$ cat src/rtl/priv_seq_pkg.sv
// Shared types and constants for the privileged-instruction sequencer.
package priv_seq_pkg;

   localparam int unsigned XLEN    = 32;
   localparam int unsigned CSR_AW  = 12;
   localparam int unsigned ZIMM_W  = 5;
   localparam int unsigned CAUSE_W = 4;

   // mcause codes raised by this block
   localparam logic [CAUSE_W-1:0] INSN_FAULT   = CAUSE_W'(1);
   localparam logic [CAUSE_W-1:0] ILLEGAL_INSN = CAUSE_W'(2);
   localparam logic [CAUSE_W-1:0] BREAKPOINT   = CAUSE_W'(3);
   localparam logic [CAUSE_W-1:0] ECALL_M      = CAUSE_W'(11);

   typedef enum logic [2:0] {
      ST_IDLE,
      ST_CSR_RD,
      ST_CSR_WR,
      ST_TRAP,
      ST_RET,
      ST_WFI
   } priv_seq_state_t;

   typedef enum logic [1:0] {
      CSR_OP_SWAP,
      CSR_OP_SET,
      CSR_OP_CLR
   } csr_op_t;

   // Operands captured when a CSR instruction is accepted
   typedef struct packed {
      csr_op_t              op;
      logic                 imm;
      logic [ZIMM_W-1:0]    zimm;
      logic [XLEN-1:0]      rs1_data;
      logic                 rs1_x0;
      logic [CSR_AW-1:0]    addr;
   } csr_operands_t;

endpackage

$ cat src/rtl/priv_insn_sequencer_csr_rmw_unit.sv
// Combinational CSR read-modify-write data path: source select plus swap/set/clear.
module csr_rmw_unit
   import priv_seq_pkg::*;
(
   input  csr_op_t             op,
   input  logic                imm,
   input  logic [ZIMM_W-1:0]   zimm,
   input  logic [XLEN-1:0]     rs1_data,
   input  logic [XLEN-1:0]     old_val,
   output logic [XLEN-1:0]     wdata_c
);

   logic [XLEN-1:0] src;

   // Pick the source operand and merge it with the old CSR value
   always_comb begin
      src     = imm ? {{(XLEN-ZIMM_W){1'b0}}, zimm} : rs1_data;
      wdata_c = src;
      case (op)
         CSR_OP_SWAP: wdata_c = src;
         CSR_OP_SET:  wdata_c = old_val | src;
         CSR_OP_CLR:  wdata_c = old_val & ~src;
         default:     wdata_c = src;
      endcase
   end

endmodule

$ cat src/rtl/priv_insn_sequencer.sv
// Sequences privileged instructions: CSR read-modify-write, trap/return requests, wfi.
module priv_insn_sequencer
   import priv_seq_pkg::*;
(
   input  logic                 CLK,
   input  logic                 nRST,
   input  logic                 insn_valid,
   input  logic                 fault_insn,
   input  logic                 illegal_insn,
   input  logic                 breakpoint,
   input  logic                 ecall_insn,
   input  logic                 ret_insn,
   input  logic                 wfi,
   input  logic                 csr_swap,
   input  logic                 csr_set,
   input  logic                 csr_clr,
   input  logic                 csr_imm,
   input  logic [CSR_AW-1:0]    csr_addr,
   input  logic [ZIMM_W-1:0]    zimm,
   input  logic [XLEN-1:0]      rs1_data,
   input  logic                 rs1_x0,
   input  logic [XLEN-1:0]      pc,
   input  logic                 irq_pending,
   output logic                 stall,
   output logic                 csr_req,
   output logic                 csr_we,
   output logic [CSR_AW-1:0]    csr_addr_o,
   output logic [XLEN-1:0]      csr_wdata,
   input  logic [XLEN-1:0]      csr_rdata,
   input  logic                 csr_ack,
   input  logic                 csr_invalid,
   output logic                 wb_valid,
   output logic [XLEN-1:0]      wb_data,
   output logic                 trap_req,
   output logic [CAUSE_W-1:0]   trap_cause,
   output logic [XLEN-1:0]      trap_epc,
   input  logic                 trap_ack,
   output logic                 ret_req,
   input  logic                 ret_ack
);

   priv_seq_state_t    state_q, state_d;
   csr_operands_t      ops_q, ops_d;
   logic [XLEN-1:0]    old_q, old_d;
   logic [XLEN-1:0]    pc_q, pc_d;
   logic [XLEN-1:0]    wb_data_q, wb_data_d;
   logic [CAUSE_W-1:0] cause_q, cause_d;
   logic               wb_valid_q, wb_valid_d;
   logic               csr_rw_op;
   logic               hit;
   logic [XLEN-1:0]    rmw_wdata;

   // Decode an instruction that needs the sequencer
   assign csr_rw_op = csr_swap | csr_set | csr_clr;
   assign hit       = insn_valid & (fault_insn | illegal_insn | breakpoint | ecall_insn |
                                    ret_insn | wfi | csr_rw_op);

   // Write data is formed from the latched operands and the latched old value
   csr_rmw_unit u_rmw (
      .op       (ops_q.op),
      .imm      (ops_q.imm),
      .zimm     (ops_q.zimm),
      .rs1_data (ops_q.rs1_data),
      .old_val  (old_q),
      .wdata_c  (rmw_wdata)
   );

   // Next-state and next-register values
   always_comb begin
      state_d    = state_q;
      ops_d      = ops_q;
      old_d      = old_q;
      pc_d       = pc_q;
      cause_d    = cause_q;
      wb_data_d  = wb_data_q;
      wb_valid_d = 1'b0;

      case (state_q)
         ST_IDLE: begin
            if (hit) begin
               pc_d           = pc;
               ops_d.op       = csr_swap ? CSR_OP_SWAP : (csr_set ? CSR_OP_SET : CSR_OP_CLR);
               ops_d.imm      = csr_imm;
               ops_d.zimm     = zimm;
               ops_d.rs1_data = rs1_data;
               ops_d.rs1_x0   = rs1_x0;
               ops_d.addr     = csr_addr;
               if (fault_insn) begin
                  state_d = ST_TRAP;
                  cause_d = INSN_FAULT;
               end else if (illegal_insn) begin
                  state_d = ST_TRAP;
                  cause_d = ILLEGAL_INSN;
               end else if (breakpoint) begin
                  state_d = ST_TRAP;
                  cause_d = BREAKPOINT;
               end else if (ecall_insn) begin
                  state_d = ST_TRAP;
                  cause_d = ECALL_M;
               end else if (ret_insn) begin
                  state_d = ST_RET;
               end else if (csr_rw_op) begin
                  state_d = ST_CSR_RD;
               end else begin
                  state_d = ST_WFI;
               end
            end
         end

         ST_CSR_RD: begin
            if (csr_ack) begin
               if (csr_invalid) begin
                  state_d = ST_TRAP;
                  cause_d = ILLEGAL_INSN;
               end else begin
                  old_d = csr_rdata;
                  // set/clr with an x0 source only read the CSR
                  if ((ops_q.op == CSR_OP_SWAP) || !ops_q.rs1_x0) begin
                     state_d = ST_CSR_WR;
                  end else begin
                     state_d    = ST_IDLE;
                     wb_valid_d = 1'b1;
                     wb_data_d  = csr_rdata;
                  end
               end
            end
         end

         ST_CSR_WR: begin
            if (csr_ack) begin
               if (csr_invalid) begin
                  state_d = ST_TRAP;
                  cause_d = ILLEGAL_INSN;
               end else begin
                  state_d    = ST_IDLE;
                  wb_valid_d = 1'b1;
                  wb_data_d  = old_q;
               end
            end
         end

         ST_TRAP: begin
            if (trap_ack) state_d = ST_IDLE;
         end

         ST_RET: begin
            if (ret_ack) state_d = ST_IDLE;
         end

         ST_WFI: begin
            if (irq_pending) state_d = ST_IDLE;
         end

         default: state_d = ST_IDLE;
      endcase
   end

   // State and datapath registers, synchronous active-low reset
   always_ff @(posedge CLK) begin
      if (!nRST) begin
         state_q    <= ST_IDLE;
         ops_q      <= '0;
         old_q      <= '0;
         pc_q       <= '0;
         cause_q    <= '0;
         wb_data_q  <= '0;
         wb_valid_q <= 1'b0;
      end else begin
         state_q    <= state_d;
         ops_q      <= ops_d;
         old_q      <= old_d;
         pc_q       <= pc_d;
         cause_q    <= cause_d;
         wb_data_q  <= wb_data_d;
         wb_valid_q <= wb_valid_d;
      end
   end

   // Request outputs decoded from the registered state
   assign stall      = (state_q != ST_IDLE) | ((state_q == ST_IDLE) & hit);
   assign csr_req    = (state_q == ST_CSR_RD) | (state_q == ST_CSR_WR);
   assign csr_we     = (state_q == ST_CSR_WR);
   assign csr_addr_o = csr_req ? ops_q.addr : '0;
   assign csr_wdata  = csr_we ? rmw_wdata : '0;
   assign trap_req   = (state_q == ST_TRAP);
   assign ret_req    = (state_q == ST_RET);
   assign trap_cause = cause_q;
   assign trap_epc   = pc_q;
   assign wb_valid   = wb_valid_q;
   assign wb_data    = wb_data_q;

endmodule

$ cat config.mk
export PLATFORM = sky130hd
export DESIGN_NAME = priv_insn_sequencer
export DESIGN_NICKNAME = d
export VERILOG_FILES = /design/src/rtl/priv_seq_pkg.sv /design/src/rtl/priv_insn_sequencer_csr_rmw_unit.sv /design/src/rtl/priv_insn_sequencer.sv
export SDC_FILE = /design/constraint.sdc
export NUM_CORES = 1
export LEC_CHECK = 0
export CAP_MARGIN = 40
export CORE_MARGIN = 10
export CORE_UTILIZATION = 45
export DETAILED_ROUTE_END_ITERATION = 8
export GPL_TIMING_DRIVEN = 0
export PLACE_DENSITY = 0.81
export SYNTH_ARGS = -nofsm -noshare
export SYNTH_HDL_FRONTEND = slang
export SYNTH_SLANG_ARGS = --single-unit
$ cat constraint.sdc
create_clock -name CLK -period 2.1 [get_ports CLK]
set_input_delay 0.315 -clock CLK [delete_from_list [all_inputs] [get_ports CLK]]
set_output_delay 0.315 -clock CLK [all_outputs]
set_load 0.02 [all_outputs]
==> run metrics, run 1 <==
combinational power share 46.2%; Critical Path Start ops_q[52]$_SDFFE_PN0P_; vias in the first global route 7520; final wirelength ~28 mm; worst r2r src state_q[1]$_SDFFE_PN0P_; Die X 145 um; area occupied by registers 0.00313 mm^2; CTS sink cnt 156; Die H 145 um; TritonCTS clock tree built; flops & latches, synth 156; die area 0.0211 mm^2; CORE AREA 0.0153 mm^2; startpoint type of the worst setup path flip-flop; root buffer cell clkbuf_16; Reg2Reg Setup Slack -30 ps; row count 45; Tightest Pin Transition about 720 ps; sequential share of the synthesized area 44.3%; io pins 250; most frequent cells in the layout nand2_1, clkdlybuf4s50_1, dfxtp_1; Starting Density a little under half; clk slew on worst S/H paths 60 ps; Power Internal 7.86 mW; crit path DAT 2030 ps; via count about 8k; top_reg_cell synth dfxtp_1; HP Start trap_epc[11]$_SDFFE_PN0P_; Starting DRT DRC Count roughly 600; Routed Antenna Nets 0; Max FO, Critical Path 7; Synth Area per Inst 7.62 um^2; area of the multi-input gates 0.00401 mm^2; PortBufs 248; GRT Util Overall 23.5%; Wirelength per Cell 19.5 um; TNS Setup -4130 ps; Rel. slew slack 51.7%; post-synth cell types 42; hold worst-path end trap_epc[11]$_SDFFE_PN0P_; worst path required time 1780 ps; Total Nets Final 1347; number of synthesized flops with an enable pin 0; initial antenna violation count 0; worst hold path type reg2reg; yosys warns 0; Final Setup Violations 36; MaxCap Viol Count 0; FMAX 0.427 GHz; Leak 3.94 nW; Clk pwr share 23.8%; failing checks negative setup slack; vias per cell 5.56; Mapped Cells about 930; Clock Tree Buf Depth 2; H-tree levels 4; worst skew pair latency 420 ps; sequential share of power 30.0%; Place WS -828 ps; Setup Skew roughly 4.7 ps; period utilization 112%; Post-Syn Area a little over 0.007 mm^2; Final Hold Fails 0; worst r2r path cells 7; most common library cell in the layout ignoring fill and taps nand2_1; Post-Route Utilization 73.8%; FF-to-FF End ops_q[36]$_SDFFE_PN0P_; sw frac 37.8%; Fill cells around 1.2k; Tot Pwr 12.6 mW; total CTS buffers 17; Crit. End Element output pin; GRT overflow 0; RSZ-0062 raised after global routing true; Remaining DRCs 0; first-pass GRT wire length a little over 40 mm; Synth Net Count 1061; Diodes inserted 0; gp weighted congestion 0.853; detailed-placement wirelength estimate about 19 mm; crit path time final roughly 2300 ps; status finished with violations; Slew Viols, Final 0; share of layout cells above drive strength 1 18.4%; Final WS setup -242 ps; largest net degree at the start of global routing 17; worst vdd ir between 0.0006 and 0.0007 V; # hold bufs at CTS 0; Async SR Flop Fraction 0%; area grow syn2layout 59.6%; power per standard cell area roughly 1100 mW/mm^2; crit path kind reg2out; hold path depth 2; Pre-antenna DRT Iters 5; Psw 4.77 mW
==> per-stage QoR <==
stage	hold slack [ps]	area, um^2	cells
after detailed placement	443	9950	1385
after floorplan	431	7200	926
after global placement	435	9950	1385
after CTS	447	10700	1419
after global routing	459	11300	1433
final	450	11300	1433
==> how the worst max path moves through the flow <==
stage	cells after the start	end	slack, ps
6_report	7	csr_wdata[19]	-240
5_1_grt	7	csr_wdata[19]	-290
4_1_cts	7	csr_wdata[25]	-180
3_5_place_dp	8	csr_wdata[6]	-830
3_3_place_gp	8	csr_wdata[6]	-790
2_1_floorplan	6	csr_wdata[0]	80
==> worst max-delay path, stage by stage, from the launching register on <==
cell,delay [ps]
dfxtp_2,350
inv_4,50
ha_4,290
nand2b_4,210
buf_8,150
a21oi_1,70
a211oi_2,270
buf_4,210
==> layer usage <==
| metal | global-route usage [%] | share of wire (%) |
|---|---|---|
| met2 | 38.6 | 48 |
| met1 | 27.8 | 40 |
| met5 | 0 | 0 |
| met4 | 9.10 | 3.0 |
| met3 | 7.70 | 9.0 |
==> cells by family (layout without fill, tap and decap cells) <==
logic type	Yosys count	in the layout	share of synthesized area, %
flip-flops	156	156	44.3
buffers and inverters	93	389	6.54
other	1	1	0.0532
AND/OR/NAND/NOR	433	433	27.2
adder cells (fa/ha/maj)	3	3	0.532
XOR/XNOR	1	1	0.124
AO/OA/AOI/OAI	230	230	20.0
multiplexers	9	9	1.28
==> cells in the mapped netlist, types with 2 or more instances <==
library cell | n | share of area (%)
ha_1 | 3 | 0.53
mux2i_1 | 9 | 1.3
o2111ai_1 | 2 | 0.25
buf_2 | 12 | 0.85
o21ai_1 | 10 | 0.71
nand2b_1 | 31 | 2.7
dfxtp_1 | 156 | 44
buf_1 | 4 | 0.21
o21ai_0 | 78 | 5.5
nor2b_1 | 3 | 0.27
nor3b_1 | 2 | 0.21
and2_1 | 15 | 1.3
nand2_1 | 247 | 13
buf_4 | 2 | 0.21
a311oi_1 | 32 | 4.0
inv_1 | 6 | 0.32
nor3_1 | 4 | 0.28
nand4b_1 | 2 | 0.25
clkbuf_1 | 56 | 3.0
nor2_1 | 38 | 2.0
a211oi_1 | 32 | 3.4
nand3_1 | 84 | 6.0
o31ai_1 | 2 | 0.21
a21oi_1 | 67 | 4.8
buf_6 | 12 | 1.9
==> flip-flops by register name (all words and copies together), names as in the netlist <==
register and flops:
state_q 3, ops_q 53, trap_epc 32, wb_valid 1, wb_data 32, old_q 32
trap_cause 3
==> power by group through the flow <==
stage          registers [mW]  logic (mW)  clock network (mW)
6_report                 3.78        5.83                3.01
5_1_grt                  3.84        6.24                3.12
4_1_cts                  3.77        5.16                3.00
3_5_place_dp             3.81        4.60                   0
3_3_place_gp             3.79        4.54                   0
2_1_floorplan            4.09        2.47                   0
==> cell type report <==
cell class | instances | share of cell area [%]
multi-input combinational | 677 | 35.6
sequential | 156 | 27.8
timing repair buffer | 269 | 23.3
buffer | 84 | 5.74
clock buffer | 22 | 4.12
tap | 211 | 2.34
clock inverter | 7 | 0.822
inverter | 7 | 0.256
==> repair_timing <==
item / in CTS / in global routing
gates resized for setup: 304 / 88
setup buffers: 6 / 9
cloned: 0 / 6
pin swaps: 4 / 37
setup endpoints to repair: 160 / 74
(Power assumes the default switching activity.)
==> run 2: changes to the inputs <==
- CORE_ASPECT_RATIO: not set -> 1.2
- PLACE_DENSITY: 0.81 -> 0.8
- TNS_END_PERCENT: not set -> 10
==> run 2 against run 1 <==
Non-clock buffer count up 1. Clock skew up 5.1 ps. The flow still finishes with violations (negative setup slack). Wire length down 3.9%. First-iteration DRC count down 9.0%. Largest cell class unchanged.
==> run metrics, run 2 (synthesis gave the netlist of run 1 again) <==
worst vdd ir 0.000638 V (+2.5%); worst path required time 1780 ps (about the same); failing checks negative setup slack; die area 0.0211 mm^2 (about the same); gp weighted congestion 0.885 (+3.8%); GRT overflow 0 (unchanged); placed cells 1382 (-0.22%); hold path depth 3 (+1); Fill cells 1215 (+5.1%); Final Hold Fails 0 (unchanged); Total Nets Final 1348 (+0.074%); Final WS setup -144 ps (+98.0 ps); most frequent cells in the layout nand2_1, clkdlybuf4s50_1, dfxtp_1; Slew Viols, Final 0 (unchanged); Die H 157 um (+8.2%); Tightest Pin Transition 700 ps (-24.3 ps); io pins 250 (unchanged); worst r2r path cells 7 (unchanged); most flop-heavy register ops_q; worst skew pair latency 430 ps (about the same); first-pass GRT wire length 41.2 mm (+1.4%); root buffer cell clkbuf_16; Max FO, Critical Path 8 (+1); final wirelength 26.9 mm (-3.9%); startpoint type of the worst setup path flip-flop; PortBufs 248 (unchanged); Pre-antenna DRT Iters 5 (unchanged); Wirelength per Cell 18.8 um (-3.9%); Leak 3.97 nW (+0.83%); crit path DAT 1930 ps (-100 ps); row count 50 (+11%); FMAX 0.446 GHz (+4.4%); Setup Skew 9.81 ps (+5.09 ps); power per standard cell area 1110 mW/mm^2 (-1.0%); area grow syn2layout 58.3%; Starting DRT DRC Count 548 (-9.0%); Clock Tree Buf Depth 2 (unchanged); period utilization 107% (-4.7 points); CORE AREA 0.0155 mm^2 (+1.7%); most common library cell in the layout ignoring fill and taps nand2_1; Tot Pwr 12.4 mW (-1.8%); via count 7733 (-2.9%); Hold WS 435 ps (-15.7 ps); MaxCap Viol Count 0 (unchanged); share of layout cells above drive strength 1 17.6% (-0.77 points); Routed Antenna Nets 0 (unchanged); crit path kind reg2out; fin area 0.0112 mm^2 (-0.86%); total placed instance area 0.00981 mm^2 (-1.4%); vias per cell 5.39 (-3.0%); Remaining DRCs 0 (unchanged); detailed-placement wirelength estimate 19.4 mm (+0.29%); initial antenna violation count 3 (+3); TritonCTS clock tree built; largest net degree at the start of global routing 17 (unchanged); Die X 134 um (-7.5%); clk slew on worst S/H paths 60 ps (about the same); total CTS buffers 17 (unchanged); status finished with violations; worst hold path type in2reg; H-tree levels 4 (unchanged); vias in the first global route 7827 (+4.1%); crit path time final 2240 ps (-98.0 ps); Final Setup Violations 33 (-8.3%); RSZ-0062 raised after global routing true; GRT Util Overall 24.4% (+0.90 points); CTS sink cnt 156 (unchanged); Crit. End Element output pin; Rel. slew slack 53.3% (+1.6 points); Starting Density 45.5% (-0.76 points); Largest register FFs 53 (unchanged); fin cells 1434 (+0.070%)
[run 2: cell types whose count changed in the layout (fill, tap and decap cells not counted), moves of 3 or more]
cell | before | now
o21ai_0 | 78 | 65
buf_12 | 6 | 1
nand2_4 | 0 | 3
a21oi_2 | 17 | 14
buf_2 | 19 | 13
a21oi_1 | 40 | 53
buf_4 | 40 | 47
o21ai_1 | 10 | 23
a21oi_4 | 10 | 0
clkbuf_8 | 4 | 13
clkbuf_16 | 22 | 19
nand2_1 | 246 | 242
clkbuf_4 | 5 | 2
[run 2: per-stage QoR]
stage	util, %	setup TNS (ps)	setup WS [ps]
final	72.0	-3200	-144
after global routing	72.0	-9460	-202
after CTS	70.6	-2880	-143
after detailed placement	63.2	-50340	-791
after global placement	63.2	-45700	-742
after floorplan	-	-1430	-53.1
[run 2: layer usage]
metal | GRT usage (%) | vias to the layer above | share of wire [%]
met5 | 0 | - | 0.086
met4 | 10.1 | 4 | 3.8
met3 | 8.45 | 75 | 7.9
met2 | 43.2 | 299 | 51
met1 | 25.8 | 3598 | 37
li1 | - | 3757 | -
[run 2: area by class of cell]
type	instances	area, um^2	area share (%)
diodes	2	5.00	0.0448
plain buffers	85	643	5.76
clock buffers	24	492	4.40
clock inverters	6	86.3	0.773
inverters	7	26.3	0.235
multi-input cells	677	3920	35.1
flip-flops and latches	156	3130	28.0
well taps	208	260	2.33
repair buffers	269	2600	23.3
[run 2: report_power, final]
group | leakage (nW) | internal, mW | switching [mW] | total, mW
registers | 1.27 | 3.49 | 0.300 | 3.79
clock network | 0.282 | 1.86 | 1.21 | 3.07
logic | 2.42 | 2.43 | 3.10 | 5.54
[run 2: worst paths after layout]
path                              from                        end  slack [ps]
max             ops_q[51]$_SDFFE_PN0P_              csr_wdata[13]        -140
min                              pc[6]   trap_epc[6]$_SDFFE_PN0P_         430
max reg2reg     ops_q[51]$_SDFFE_PN0P_   wb_data[27]$_SDFFE_PN0P_           0
min reg2reg  trap_epc[14]$_SDFFE_PN0P_  trap_epc[14]$_SDFFE_PN0P_         440
[run 2: worst max-delay path: stages, from the launching register on]
cell and delay [ps]:
dfxtp_2 340, inv_2 60, ha_4 360, clkbuf_8 190, nand2_1 90, a211oi_2 260
buf_4 200
[run 2: timing repair]
item,in CTS,in global routing
hold buffers,0,0
gates resized for setup,383,65
setup buffers,15,0
setup endpoints to repair,163,195
pin swaps,37,27
gates cloned,6,0
